==> src/rtl/exec_result_buf.sv <==
// exec_result_buf: two-entry in-order result buffer between the execute
// units and register writeback, with operand forwarding from entries that
// are buffered but not yet written back.
// Optional feature macro: EXEC_RESULT_FWD_EN builds the forwarding
// comparators and muxes; without it the forwarding outputs are tied to zero.
module exec_result_buf #(
  parameter int W_OPR = 32,
  parameter int W_REG = 5
) (
  input  logic             clk_i,
  input  logic             rst_i,
  input  logic             flush_i,
  input  logic             in_valid_i,
  output logic             in_ready_o,
  input  logic [W_OPR-1:0] in_result_i,
  input  logic [W_REG-1:0] in_dst_i,
  output logic             out_valid_o,
  input  logic             out_ready_i,
  output logic [W_OPR-1:0] out_result_o,
  output logic [W_REG-1:0] out_dst_o,
  input  logic [W_REG-1:0] fwd_reg_a_i,
  input  logic [W_REG-1:0] fwd_reg_b_i,
  output logic             fwd_hit_a_o,
  output logic             fwd_hit_b_o,
  output logic [W_OPR-1:0] fwd_val_a_o,
  output logic [W_OPR-1:0] fwd_val_b_o,
  output logic [1:0]       count_o
);

  logic [W_OPR-1:0] result_q [2];
  logic [W_OPR-1:0] result_d [2];
  logic [W_REG-1:0] dst_q    [2];
  logic [W_REG-1:0] dst_d    [2];
  logic             head_q, head_d;
  logic             tail_q, tail_d;
  logic [1:0]       count_q, count_d;

  logic push, pop;

  // Readiness and validity come only from the registered count, so the input
  // side never depends combinationally on the writeback handshake.
  assign in_ready_o   = (count_q != 2'd2);
  assign out_valid_o  = (count_q != 2'd0);
  assign out_result_o = result_q[head_q];
  assign out_dst_o    = dst_q[head_q];
  assign count_o      = count_q;

  assign push = in_valid_i & in_ready_o;
  assign pop  = out_valid_o & out_ready_i;

  // Next-state: write at tail on push, advance head on pop; flush drops everything.
  always_comb begin
    head_d   = head_q;
    tail_d   = tail_q;
    count_d  = count_q;
    result_d = result_q;
    dst_d    = dst_q;
    if (flush_i) begin
      head_d  = 1'b0;
      tail_d  = 1'b0;
      count_d = 2'd0;
    end else begin
      if (push) begin
        result_d[tail_q] = in_result_i;
        dst_d[tail_q]    = in_dst_i;
        tail_d           = ~tail_q;
      end
      if (pop) begin
        head_d = ~head_q;
      end
      case ({push, pop})
        2'b10:   count_d = count_q + 2'd1;
        2'b01:   count_d = count_q - 2'd1;
        default: count_d = count_q;
      endcase
    end
  end

  // State register; reset clears pointers, count and storage contents.
  always_ff @(posedge clk_i) begin
    if (rst_i) begin
      head_q  <= 1'b0;
      tail_q  <= 1'b0;
      count_q <= 2'd0;
      for (int i = 0; i < 2; i++) begin
        result_q[i] <= '0;
        dst_q[i]    <= '0;
      end
    end else begin
      head_q   <= head_d;
      tail_q   <= tail_d;
      count_q  <= count_d;
      result_q <= result_d;
      dst_q    <= dst_d;
    end
  end

`ifdef EXEC_RESULT_FWD_EN
  // The youngest entry sits just behind the tail; the older one is at the
  // head and is only live when both entries are occupied.
  logic young_idx, young_vld, old_idx, old_vld;

  assign young_idx = ~tail_q;
  assign young_vld = (count_q != 2'd0);
  assign old_idx   = head_q;
  assign old_vld   = (count_q == 2'd2);

  // Forwarding for source A: youngest match wins, r0 never hits.
  always_comb begin
    fwd_hit_a_o = 1'b0;
    fwd_val_a_o = '0;
    if (fwd_reg_a_i != '0) begin
      if (young_vld && (dst_q[young_idx] == fwd_reg_a_i)) begin
        fwd_hit_a_o = 1'b1;
        fwd_val_a_o = result_q[young_idx];
      end else if (old_vld && (dst_q[old_idx] == fwd_reg_a_i)) begin
        fwd_hit_a_o = 1'b1;
        fwd_val_a_o = result_q[old_idx];
      end
    end
  end

  // Forwarding for source B: same priority rule as source A.
  always_comb begin
    fwd_hit_b_o = 1'b0;
    fwd_val_b_o = '0;
    if (fwd_reg_b_i != '0) begin
      if (young_vld && (dst_q[young_idx] == fwd_reg_b_i)) begin
        fwd_hit_b_o = 1'b1;
        fwd_val_b_o = result_q[young_idx];
      end else if (old_vld && (dst_q[old_idx] == fwd_reg_b_i)) begin
        fwd_hit_b_o = 1'b1;
        fwd_val_b_o = result_q[old_idx];
      end
    end
  end
`else
  // Forwarding disabled: outputs held at zero and source indices ignored.
  logic unused_fwd;
  assign unused_fwd  = ^{fwd_reg_a_i, fwd_reg_b_i};
  assign fwd_hit_a_o = 1'b0;
  assign fwd_hit_b_o = 1'b0;
  assign fwd_val_a_o = '0;
  assign fwd_val_b_o = '0;
`endif

endmodule

==> config.mk <==
export PLATFORM = sky130hd
export DESIGN_NAME = exec_result_buf
export DESIGN_NICKNAME = d
export VERILOG_FILES = /design/src/rtl/exec_result_buf.sv
export SDC_FILE = /design/constraint.sdc
export NUM_CORES = 1
export LEC_CHECK = 0
export CORE_AREA = 2 2 75 149
export CTS_BUF_LIST = sky130_fd_sc_hd__clkbuf_2
export CTS_CLUSTER_SIZE = 10
export DETAILED_ROUTE_END_ITERATION = 7
export DIE_AREA = 0 0 77 151
export PLACE_DENSITY_LB_ADDON = 0.3
export SYNTH_ARGS = -nofsm -noshare
export SYNTH_HDL_FRONTEND = slang
export SYNTH_SLANG_ARGS = --single-unit
==> constraint.sdc <==
create_clock -name clk_i -period 1.6 [get_ports clk_i]
set_input_delay 0.16 -clock clk_i [delete_from_list [all_inputs] [get_ports clk_i]]
set_output_delay 0.16 -clock clk_i [all_outputs]
set_load 0.03 [all_outputs]
After elaboration in Yosys (flattened, before gate mapping)
Index checks and enable logic that the tools add are counted.
{"block": "word_totals", "regBits": 78, "out_inout_bits": 107, "wordCells": 40}
{"block": "op_classes", "n_addsub": 2, "magnitude_cmp": 3, "eq_ne": 3, "muxes": 13, "n_bitwise": 7, "n_reduce_logical": 5}
{"operator": "2-to-1 mux 32 bit", "count": 4}
{"operator": "bitwise mux 64 bit", "count": 1}
{"operator": "demux 32 bit (select 1 bit)", "count": 1}
{"operator": "2-to-1 mux 5 bit", "count": 4}
{"operator": "bitwise mux 10 bit", "count": 1}
{"operator": "demux 5 bit (select 1 bit)", "count": 1}
{"operator": ">= comparator 2 bit (second input constant)", "count": 2}
{"operator": "NOT 1 -> 2 bit", "count": 2}
{"operator": "one-hot mux 2 bit (2 select lines)", "count": 1}
{"operator": "nonzero test 2 bit", "count": 2}
{"operator": "NOT 1 bit", "count": 3}
{"operator": "adder 2 x 1 -> 2 bit (second input constant)", "count": 1}
{"operator": "AND 1 bit", "count": 2}
{"operator": "== test 2 x 1 -> 1 bit (second input constant)", "count": 1}
{"operator": "== test 2 bit (second input constant)", "count": 1}
{"operator": "< comparator 2 x 1 -> 1 bit (second input constant)", "count": 1}
{"operator": "inequality test 2 bit (second input constant)", "count": 1}
{"operator": "AND reduction 2 bit", "count": 1}
{"operator": "OR reduction 2 bit", "count": 1}
{"operator": "subtractor 2 x 1 -> 2 bit (second input constant)", "count": 1}
{"operator": "logical AND 1 bit", "count": 1}

Longest topological paths before layout
{"block": "logic_depth", "ltp_word": 6, "ltp_mapped": 7, "depth_no_buf": 7}

Worst setup path after synthesis
No wires, ideal clock.
{"block": "synth_timing", "kind": "register -> register", "from": "reg count_q[1], in the netlist count_o[1]", "to": "reg count_q[1], in the netlist count_o[1]", "setup_ns": 0.070, "t_arrival_ns": 2.003, "required_ns": 1.530, "slack_ns": -0.472, "path_stages_with_launch": 7, "period_less_slack_ns": 2.072, "cell_sequence": "dfxtp_1 nor2b_1 inv_1 nand2_1 ha_1 or3_1 a21oi_1"}
{"block": "synth_via", "elab_chain_cells": 4, "word_cells_on_any_way": 10, "classes_between": "add/sub (2); eq/ne (3); mux (1); bitwise (2); reduce/logical (2)"}
{"element": "start, declared", "line": "36", "rtl": "logic [1:0] count_q, count_d;"}
{"element": "start signal, assigned", "line": "92", "rtl": "count_q <= count_d;"}
{"element": "inequality test 2 bit *", "line": "42", "rtl": "assign in_ready_o = (count_q != 2'd2);"}
{"element": "net in_ready_o", "line": "14", "rtl": "output logic in_ready_o,"}
{"element": "AND 1 bit *", "line": "48", "rtl": "assign push = in_valid_i & in_ready_o;"}
{"element": "== test 2 x 1 -> 1 bit or == test 2 bit (tied branches)", "line": "71", "rtl": "case ({push, pop})"}
{"element": "one-hot mux 2 bit (2 select lines) or nonzero test 2 bit (tied branches)"}
Mark *: on every way through the listed nets, which the timed path passes. The rest lies on a longest branch.
A chain may end at the register's enable or synchronous reset.

Worst setup path after layout
{"block": "layout_timing", "from": "reg head_q", "to": "out out_result_o[8]"}
{"block": "layout_via", "elab_chain_cells": 4}
{"element": "start, declared", "line": "34", "rtl": "logic head_q, head_d;"}
{"element": "start signal, assigned", "line": "82", "rtl": "head_q <= 1'b0;"}
{"element": "start signal, assigned", "line": "90", "rtl": "head_q <= head_d;"}
{"element": "NOT 1 -> 2 bit (implied by the code)", "line": "44", "rtl": "assign out_result_o = result_q[head_q];"}
{"element": "2-to-1 mux 32 bit (implied by the code) (3 in a row)", "line": "44"}
{"element": "end, declared", "line": "19", "rtl": "output logic [W_OPR-1:0] out_result_o,"}
Every way passes these cells. The select of a mux whose other input is x is not followed.

==> qor.yml <==
htreeDepth: 3
cp_slowest_stage_delay_ns: 0.44
crit_fanout: 10
worstSkewPairLatency_ns: 0.51
cts_root_buf: "clkbuf_2"
fin_ws_ns: -0.185
vias: 2863
finalHoldViolCount: 0
viasPerCell: 4.45
std_cell_rows: 53
min_period_ns: 1.78
avgSynthCellArea_um2: 10.1
synth.top_cells.by_count: "nand2b_1, dfxtp_1, mux2i_1"
rsz0062_at_grt: "yes"
track_usage: 0.148
yosysSeqAreaShare: 0.372
netlist-cell-type-count: 26
ys_ff_latch: 78
grt_pass1_vias: 2781
worstPathArrival_ns: 1.62
ios: 159
ir_drop_mv: 0.443
die_height_um: 151
clock.fmax_ghz: 0.560
seq_area_um2: 1570
wl_met1_um: 3540
ant_nets: 0
status: "finished with violations"
violations: "negative setup slack"
cts_buffer_depth: 2
finalSetupViolCount: 49
crit_chain: "clkbuf_16, mux2_2, buf_6"
grt_antenna_before_repair: 1
die_x_um: 77
max-cap-violations: 0
cp_top_family: "flip-flops"
met3_length_um: 390
hpwl_um: 5860
fp.coreArea_um2: 10500
synth_area_um2: 4200
cts.sinks: 78
yosysMostFrequentCell: "nand2b_1"
hold_class: "in2reg"
cts_buffers: 9
grt_pass1_wl_um: 13600
nets: 556
cts_tree: "built"
synth_top_cell_by_area: "dfxtp_1"
fill_cells: 982
globalRouteOverflowTotal: 0
clkTransAtPathRegs_ns: 0.20
routed_wl_um: 9190
top_layer: "met4"
slew_violations: 0
synth_area_leaders: "dfxtp_1, mux2i_1, nand2b_1"
min_period_over_period: 1.12
ctsHoldBuffers: 0
drt_iter0_drc: 54
port_buffers: 82
dp.cells: 621
synth_edf_count: 0
finalPower_mw: 3.86
crit_path_start_kind: "flop"
cp_num_buf_inv: 2
final_util: 0.517
multi_input_area_um2: 2410
stdcell_count: 644
dieArea_um2: 11600
rrSetupSlack_ns: -0.02
gp_congestion: 0.707
start_util: 0.401
setup-tns-final_ns: -5.80
dr.pass1.iters: 4
cp_slowest_cell: "dfxtp_4"
yosys_warnings: 0
wl_per_cell_um: 14.3
wl_met2_um: 5090
pwr_density_cell_nw_per_um2: 713
ys.flop_type: "dfxtp_1"
area_growth_pct: 29.0
timing.hold.ws_ns: 0.215
synthArstFlopShare: 0
end_kind: "primary output"
route.detailed.drc: 0
yosysTopAreaCellShare: 0.372
finClkSkew_ns: 0.0343
drive_gt1_frac: 0.247
p_leak_nw: 2.37
grt_max_degree: 113
required_ns: 1.44
path_class: "reg2out"
syn_inst: 415
## registers in the layout (all words and copies together) (netlist names)
register,count
count_o,2
dst_q,10
head_q,1
result_q,64
tail_q,1
## stage by stage
step	cell area [µm²]	setup WS, ns
floorplan	4480	-0.0883
finish	5420	-0.185
global route	5420	-0.298
detailed placement	5000	-0.169
CTS	5140	-0.264
global placement	5000	-0.161
## cell type report
class,instances,area share
clock inverters,3,0.00254
well taps,137,0.0316
inverters,3,0.00277
repair buffers,102,0.217
clock buffers,11,0.0102
flip-flops and latches,78,0.290
diodes,1,0.000462
multi-input cells,309,0.445
## report_power, final
group	internal [mW]	switching, mW	total [mW]
registers	2.01	0.0414	2.05
clock network	0.192	0.647	0.839
logic	0.425	0.548	0.973
total	2.63	1.24	3.86
## tightest hold or removal path: cells and delay by family
| kind | cells | cell delay [ns] |
|---|---|---|
| buf+inv | 1 | 0.39 |
| simple gates | 1 | 0.09 |
| mux | 1 | 0.06 |
## kinds of logic (layout without fill, tap and decap cells)
| logic type | count (synthesis) | count (layout) | synth area share |
|---|---|---|---|
| AOI/OAI and AO/OA | 5 | 5 | 0.00655 |
| xor gates and xnor gates | 3 | 3 | 0.00625 |
| adders and majority gates | 1 | 1 | 0.00298 |
| buffers and inverters | 93 | 119 | 0.151 |
| DFF | 78 | 78 | 0.372 |
| muxes | 111 | 111 | 0.275 |
| other | 1 | 67 | 0.000892 |
| and+or+nand+nor | 123 | 123 | 0.185 |
## layout by cell type, fill, tap and decap left out, types with 2 or more instances in the layout
cell type,n
buf_4,6
clkinv_2,2
mux2_2,5
xnor2_1,2
dfxtp_4,3
o21ai_0,2
or4_4,2
buf_12,6
clkbuf_16,4
buf_6,42
inv_1,2
mux2_4,32
clkbuf_2,11
clkdlybuf4s50_1,40
mux2i_1,74
conb_1,66
nand2b_1,111
dfxtp_1,74
nor2_1,2
## what timing repair did
action                                  in CTS  in global routing
gates resized for setup                    280                 43
endpoints found under the hold margin        0                  0
buffers inserted                             1                  2
cloned                                       0                  5
pin swaps                                    0                  3
endpoints found under the setup margin      41                 94
## worst paths after layout
path,depth (start not counted),startpoint,to
min,3,in_result_i[27],result_q[59]$_SDFFE_PP0P_
min reg2reg,2,dst_q[9]$_SDFFE_PP0P_,dst_q[9]$_SDFFE_PP0P_
max,3,head_q$_SDFFE_PP0P_,out_result_o[8]
max reg2reg,7,count_o[1]$_SDFFE_PP0P_,result_q[20]$_SDFFE_PP0P_
## layer usage
metal  vias to the layer above  global-route usage
li1                       1400                   -
met1                      1348               0.158
met2                       100               0.278
met3                        15              0.0262
met4                         0              0.0750
met5                         -                   0
No activity file was read; power rests on OpenSTA's default activity.
